File: src/rtl/fcvt_pipe.sv
`default_nettype none
// ============================================================================
//  Module      : fcvt_pipe
//  Description : Pipelined int32 <-> binary32 conversion unit for the FPU
//                issue path. itof: signed int32 -> binary32. ftoi: binary32
//                -> signed int32, saturating. Both round to nearest with ties
//                away from zero. Results carry the destination tag. An op
//                accepted at edge N is presented on out_* after edge N+2.
//  Revision    : 1.0 - initial release
// ============================================================================
module fcvt_pipe #(
    parameter int TAG_W = 5
) (
    input  logic             clk,
    input  logic             rst,
    input  logic             flush,
    input  logic             in_valid,
    output logic             in_ready,
    input  logic             in_op,
    input  logic [31:0]      in_data,
    input  logic [TAG_W-1:0] in_tag,
    output logic             out_valid,
    input  logic             out_ready,
    output logic [31:0]      out_data,
    output logic [TAG_W-1:0] out_tag
);

    localparam logic [31:0] c_INT_MAX = 32'h7FFF_FFFF;
    localparam logic [31:0] c_INT_MIN = 32'h8000_0000;

    // Accepted op, held raw until stage 1 decodes it
    logic             s0_valid_q;
    logic             s0_op_q;
    logic [31:0]      s0_data_q;
    logic [TAG_W-1:0] s0_tag_q;

    // Stage-1 results: sign, special-case flags, itof exponent, and the
    // magnitude to round. The LSB of s1_val is always the guard (0.5) bit.
    logic             s1_valid_q;
    logic             s1_op_q;
    logic [TAG_W-1:0] s1_tag_q;
    logic             s1_sign_q,  s1_sign_d;
    logic             s1_zero_q,  s1_zero_d;
    logic             s1_sat_q,   s1_sat_d;
    logic [4:0]       s1_exp_q,   s1_exp_d;
    logic [32:0]      s1_val_q,   s1_val_d;

    logic             out_valid_q;
    logic [31:0]      out_data_q, out_data_d;
    logic [TAG_W-1:0] out_tag_q;

    logic             w_adv;
    logic [31:0]      w_mag;
    logic [4:0]       w_msb;
    logic [24:0]      w_sig;
    logic [7:0]       w_bexp;
    logic [23:0]      w_frac;
    logic [4:0]       w_sh;
    logic [24:0]      w_sig_rnd;
    logic [32:0]      w_int_rnd;
    logic [7:0]       w_exp_b;

    // Whole pipe advances unless a result is waiting on writeback
    assign w_adv     = ~out_valid_q | out_ready;
    assign in_ready  = w_adv & ~flush & ~rst;
    assign out_valid = out_valid_q;
    assign out_data  = out_data_q;
    assign out_tag   = out_tag_q;

    // Stage 1: normalise (itof) or align to the integer grid (ftoi)
    always_comb begin
        s1_sign_d = s0_data_q[31];
        s1_zero_d = 1'b0;
        s1_sat_d  = 1'b0;
        s1_exp_d  = '0;
        s1_val_d  = '0;
        // itof: 0x80000000 negates to itself, which is the correct magnitude
        w_mag     = s0_data_q[31] ? (~s0_data_q + 32'd1) : s0_data_q;
        w_msb     = '0;
        for (int i = 0; i < 32; i++) begin
            if (w_mag[i]) w_msb = 5'(i);
        end
        // 24-bit significand with its guard bit below; ties-away rounding
        // never needs the sticky bits, so they are simply dropped
        w_sig     = 25'((w_mag << (5'd31 - w_msb)) >> 7);
        // ftoi: shift amount places the 0.5 weight at bit 0 of s1_val
        w_bexp    = s0_data_q[30:23];
        w_frac    = {1'b1, s0_data_q[22:0]};
        w_sh      = 5'(w_bexp - 8'd126);
        if (!s0_op_q) begin
            s1_exp_d = w_msb;
            s1_val_d = {8'b0, w_sig};
        end else if (w_bexp == 8'd255) begin
            s1_sat_d = 1'b1;
            if (|s0_data_q[22:0]) s1_sign_d = 1'b0;   // NaN saturates positive
        end else if (w_bexp >= 8'd158) begin
            s1_sat_d = 1'b1;                          // |x| >= 2^31
        end else if (w_bexp < 8'd126) begin
            s1_zero_d = 1'b1;                         // zero, denormal, |x| < 0.5
        end else if (w_sh >= 5'd23) begin
            s1_val_d = {9'b0, w_frac} << (w_sh - 5'd23);
        end else begin
            s1_val_d = {9'b0, w_frac} >> (5'd23 - w_sh);
        end
    end

    // Stage 2: round the magnitude, then apply sign, saturation and packing
    always_comb begin
        w_sig_rnd  = {1'b0, s1_val_q[24:1]} + 25'(s1_val_q[0]);
        w_int_rnd  = {1'b0, s1_val_q[32:1]} + 33'(s1_val_q[0]);
        // a carry out of the significand bumps the exponent; the mantissa
        // bits are already zero in that case
        w_exp_b    = 8'(s1_exp_q) + 8'd127 + 8'(w_sig_rnd[24]);
        out_data_d = '0;
        if (!s1_op_q) begin
            // only a zero input leaves both top significand bits clear
            if (|w_sig_rnd[24:23]) out_data_d = {s1_sign_q, w_exp_b, w_sig_rnd[22:0]};
        end else if (s1_sat_q) begin
            out_data_d = s1_sign_q ? c_INT_MIN : c_INT_MAX;
        end else if (s1_zero_q) begin
            out_data_d = '0;
        end else if (!s1_sign_q) begin
            out_data_d = (w_int_rnd > {1'b0, c_INT_MAX}) ? c_INT_MAX : w_int_rnd[31:0];
        end else begin
            out_data_d = (w_int_rnd > {1'b0, c_INT_MIN}) ? c_INT_MIN : (~w_int_rnd[31:0] + 32'd1);
        end
    end

    // Accept register: captures an op whenever in_ready is high
    always_ff @(posedge clk) begin
        if (rst) begin
            s0_valid_q <= 1'b0;
            s0_op_q    <= 1'b0;
            s0_data_q  <= '0;
            s0_tag_q   <= '0;
        end else if (flush) begin
            s0_valid_q <= 1'b0;
        end else if (w_adv) begin
            s0_valid_q <= in_valid;
            if (in_valid) begin
                s0_op_q   <= in_op;
                s0_data_q <= in_data;
                s0_tag_q  <= in_tag;
            end
        end
    end

    // Stage-1 register
    always_ff @(posedge clk) begin
        if (rst) begin
            s1_valid_q <= 1'b0;
            s1_op_q    <= 1'b0;
            s1_tag_q   <= '0;
            s1_sign_q  <= 1'b0;
            s1_zero_q  <= 1'b0;
            s1_sat_q   <= 1'b0;
            s1_exp_q   <= '0;
            s1_val_q   <= '0;
        end else if (flush) begin
            s1_valid_q <= 1'b0;
        end else if (w_adv) begin
            s1_valid_q <= s0_valid_q;
            if (s0_valid_q) begin
                s1_op_q   <= s0_op_q;
                s1_tag_q  <= s0_tag_q;
                s1_sign_q <= s1_sign_d;
                s1_zero_q <= s1_zero_d;
                s1_sat_q  <= s1_sat_d;
                s1_exp_q  <= s1_exp_d;
                s1_val_q  <= s1_val_d;
            end
        end
    end

    // Output register: flush drops the valid but keeps data/tag stable
    always_ff @(posedge clk) begin
        if (rst) begin
            out_valid_q <= 1'b0;
            out_data_q  <= '0;
            out_tag_q   <= '0;
        end else if (flush) begin
            out_valid_q <= 1'b0;
        end else if (w_adv) begin
            out_valid_q <= s1_valid_q;
            if (s1_valid_q) begin
                out_data_q <= out_data_d;
                out_tag_q  <= s1_tag_q;
            end
        end
    end

endmodule
`default_nettype wire
File: config.mk
export PLATFORM = sky130hd
export DESIGN_NAME = fcvt_pipe
export DESIGN_NICKNAME = d
export VERILOG_FILES = /design/src/rtl/fcvt_pipe.sv
export SDC_FILE = /design/constraint.sdc
export NUM_CORES = 1
export LEC_CHECK = 0
export CORE_ASPECT_RATIO = 0.9
export CORE_MARGIN = 2
export CORE_UTILIZATION = 63
export DETAILED_ROUTE_END_ITERATION = 6
export GPL_TIMING_DRIVEN = 1
export PLACE_DENSITY = 0.86
export SYNTH_ARGS = -nofsm -noshare
export SYNTH_HDL_FRONTEND = slang
export SYNTH_SLANG_ARGS = --single-unit
File: constraint.sdc
create_clock -name clk -period 10.2 [get_ports clk]
set_input_delay 2.04 -clock clk [delete_from_list [all_inputs] [get_ports clk]]
set_output_delay 2.04 -clock clk [all_outputs]
set_load 0.01 [all_outputs]
==> results.json <==
{
  "port_buffers": 81,
  "grt_pass1_wl_um": 84500,
  "worst_slew_pin_slew_ns": 1.30,
  "path_class": "reg -> reg",
  "cts_buffer_depth": 2,
  "antenna_found_initial": 1,
  "design_area_um2": 15300,
  "area_delta_synth_final_pct": 9.40,
  "cts_hold_buf": 0,
  "ctsResizeCount": 0,
  "worstReg2RegEnd": "s1_val_q[16]",
  "ir_drop_mv": 0.127,
  "seq_area_frac_synth_pct": 17.8,
  "cts_tree": "yes",
  "finalSetupViolCount": 0,
  "violations": "design-rule violations",
  "cts.clk_slew.worst_paths_ns": 0.08,
  "fin_tns_setup_ns": 0,
  "via_per_inst": 7.38,
  "max_slew_margin_pct": 13.6,
  "cts.sinks": 125,
  "dpl.hpwl_um": 39600,
  "status": "finished with violations",
  "maxCapViolCount": 0,
  "fin_crit_ns": 5.98,
  "nets": 2011,
  "drive_above_1_share_pct": 8.40,
  "holdPathEnd": "out_data[17]",
  "timing.rr.start": "s0_data_q[23]",
  "routed_wl_um": 53900,
  "initial_core_util_pct": 64.4,
  "ios": 82,
  "num_vias": 16700,
  "synth_ff_type": "dfxtp_1",
  "drc": 1,
  "ant_nets": 0,
  "async_reset_ff_share_pct": 0,
  "gp_congestion": 1.05,
  "synth_edf_count": 0,
  "grt_pass1_vias": 15200,
  "fp.dieH_um": 146,
  "wl_per_cell_um": 23.9,
  "synth.area.top_cells": "dfxtp_1, nand2_1, a21oi_1, mux2i_1, o21ai_0",
  "finalCritPeriodShare_pct": 58.6,
  "clock_latency_ns": 0.45,
  "fin_skew_ns": 0.0221,
  "row_count": 51,
  "layout_commonest_cell": "nand2_1",
  "dr.pass1.iters": 7,
  "placed_cell_area_um2": 14800,
  "post_cts_buffers": 0,
  "max_freq_mhz": 167,
  "synth-seq-cells": 125,
  "cts_max_level": 4,
  "critPathLaunchType": "flop",
  "die-area_um2": 23500,
  "grtUsageTotal_pct": 45.0,
  "root_buffer": "clkbuf_16",
  "finalMaxSlewViolations": 0,
  "coreArea_um2": 21800,
  "worstHoldStart": "out_data[17]",
  "syn_area_per_cell_um2": 7.02,
  "overflow": 0,
  "syn-num-nets": 2056,
  "ys_warn_count": 0,
  "antenna_cells": 0,
  "r2r_cells": 17,
  "die_w_um": 161,
  "arrival_ns": 6.29,
  "ys_types": 95,
  "reg2reg_slack_ns": 4.22,
  "hold_path_class": "reg -> reg",
  "cp_max_fo": 59,
  "syn_area_um2": 14000,
  "hold_viol": 0,
  "p_leak_nw": 5.46,
  "syn_inst": 1997,
  "layout_common_cells": "nand2_1, a21oi_1, nor2_1, o21ai_0, dfxtp_1",
  "hold_depth": 2,
  "cts_buffers": 17,
  "synth_top_area_share_pct": 17.8,
  "grt_max_degree": 61,
  "rsz0062_at_grt": "no",
  "crit_path_end_kind": "flop",
  "yosysTopAreaCell": "dfxtp_1",
  "drt_iter0_markers": 3069,
  "power-per-cell-area_nw_per_um2": 137,
  "required_ns": 10.51
}
-- per-stage QoR --
stage	hold slack [ns]	power (mW)	util, %	setup slack (ns)	cells
6_report	0.440	2.11	70.5	4.22	2256
5_1_grt	0.466	2.18	70.5	3.95	2256
4_1_cts	0.444	2.06	70.5	4.51	2256
3_5_place_dp	0.434	1.44	67.9	4.57	2224
3_3_place_gp	0.426	1.44	67.9	4.66	2224
2_1_floorplan	0.432	1.21	-	5.43	1997
-- critical path, cell delays in order (launching register included) --
cell and delay [ns]:
dfxtp_2 0.31, buf_4 0.34, clkinv_1 0.11, buf_4 0.27, ha_1 0.26, nor3b_1 0.69
nand4_1 0.33, nor4_2 0.67, nor3_1 0.16, a21o_1 0.27, nor4_4 0.39, a21o_1 0.17
buf_4 0.36, mux2_2 0.44, mux2i_1 0.35, mux2i_1 0.17, a221oi_1 0.38, o211ai_1 0.12
-- flip-flops by register name, summed over array words and instances (netlist names), 5 cells and up --
register and cells:
s0_tag_q 5, s1_tag_q 5, s1_val_q 33, s0_data_q 32
out_data 32, out_tag 5, s1_exp_q 5
-- power breakdown --
group          leakage, nW  internal [mW]  total [mW]  switching, mW
clock                0.273          0.325       0.618          0.293
combinational         4.17          0.328       0.943          0.615
sequential            1.01          0.503       0.546         0.0430
total                 5.46           1.16        2.11          0.951
-- kinds of logic after synthesis --
logic type	share of synthesized area, %
adder cells (fa/ha/maj)	1.43
AND/OR/NAND/NOR	26.7
flip-flops	17.8
AO/OA/AOI/OAI	30.7
multiplexers	11.6
XOR/XNOR	5.55
buffers and inverters	6.12
-- final cells by class --
class / instances / area (µm²)
Timing Repair Buffer: 119 / 1090
Sequential cell: 125 / 2510
Multi-Input combinational cell: 1658 / 10700
Inverter: 31 / 116
Clock inverter: 15 / 148
Fill cell: 1883 / 6420
Tap cell: 291 / 364
Clock buffer: 17 / 425
-- cells in the mapped netlist (12+ instances only) --
library cell	count
or3_1	17
mux2_2	14
a32oi_1	15
nand2_1	277
nor3_1	53
and3_1	18
clkbuf_1	140
buf_2	20
o221ai_1	13
nand3_1	77
a221oi_1	16
o211ai_1	25
nand2b_1	13
and2_1	19
nor2_1	173
a211oi_1	21
o21ai_0	135
o22ai_1	16
mux4_2	27
dfxtp_1	125
nor4_1	23
a32o_1	15
buf_1	18
a21o_1	13
nor2b_1	15
a31oi_1	24
a21oi_1	197
inv_1	28
or4_1	12
xor2_1	37
ha_1	16
xnor2_1	50
a22oi_1	22
mux2i_1	85
nand4_1	32
o31ai_1	18
-- layer usage --
| layer | track usage [%] | routed length, µm |
|---|---|---|
| met5 | 0 | 0 |
| met4 | 16.7 | 2230 |
| met3 | 15.8 | 8780 |
| met2 | 65.9 | 22500 |
| met1 | 61.0 | 20400 |
-- worst max path at each step --
stage                       start      endpoint  slack [ns]  cells past startpoint
floorplan                     rst      in_ready        5.43                      3
global placement    s0_data_q[23]  s1_val_q[20]        4.66                     16
detailed placement  s0_data_q[23]  s1_val_q[16]        4.57                     17
CTS                 s0_data_q[23]  s1_val_q[16]        4.51                     17
global route        s0_data_q[23]  s1_val_q[20]        3.95                     16
finish              s0_data_q[23]  s1_val_q[16]        4.22                     17
(Power assumes the default switching activity.)
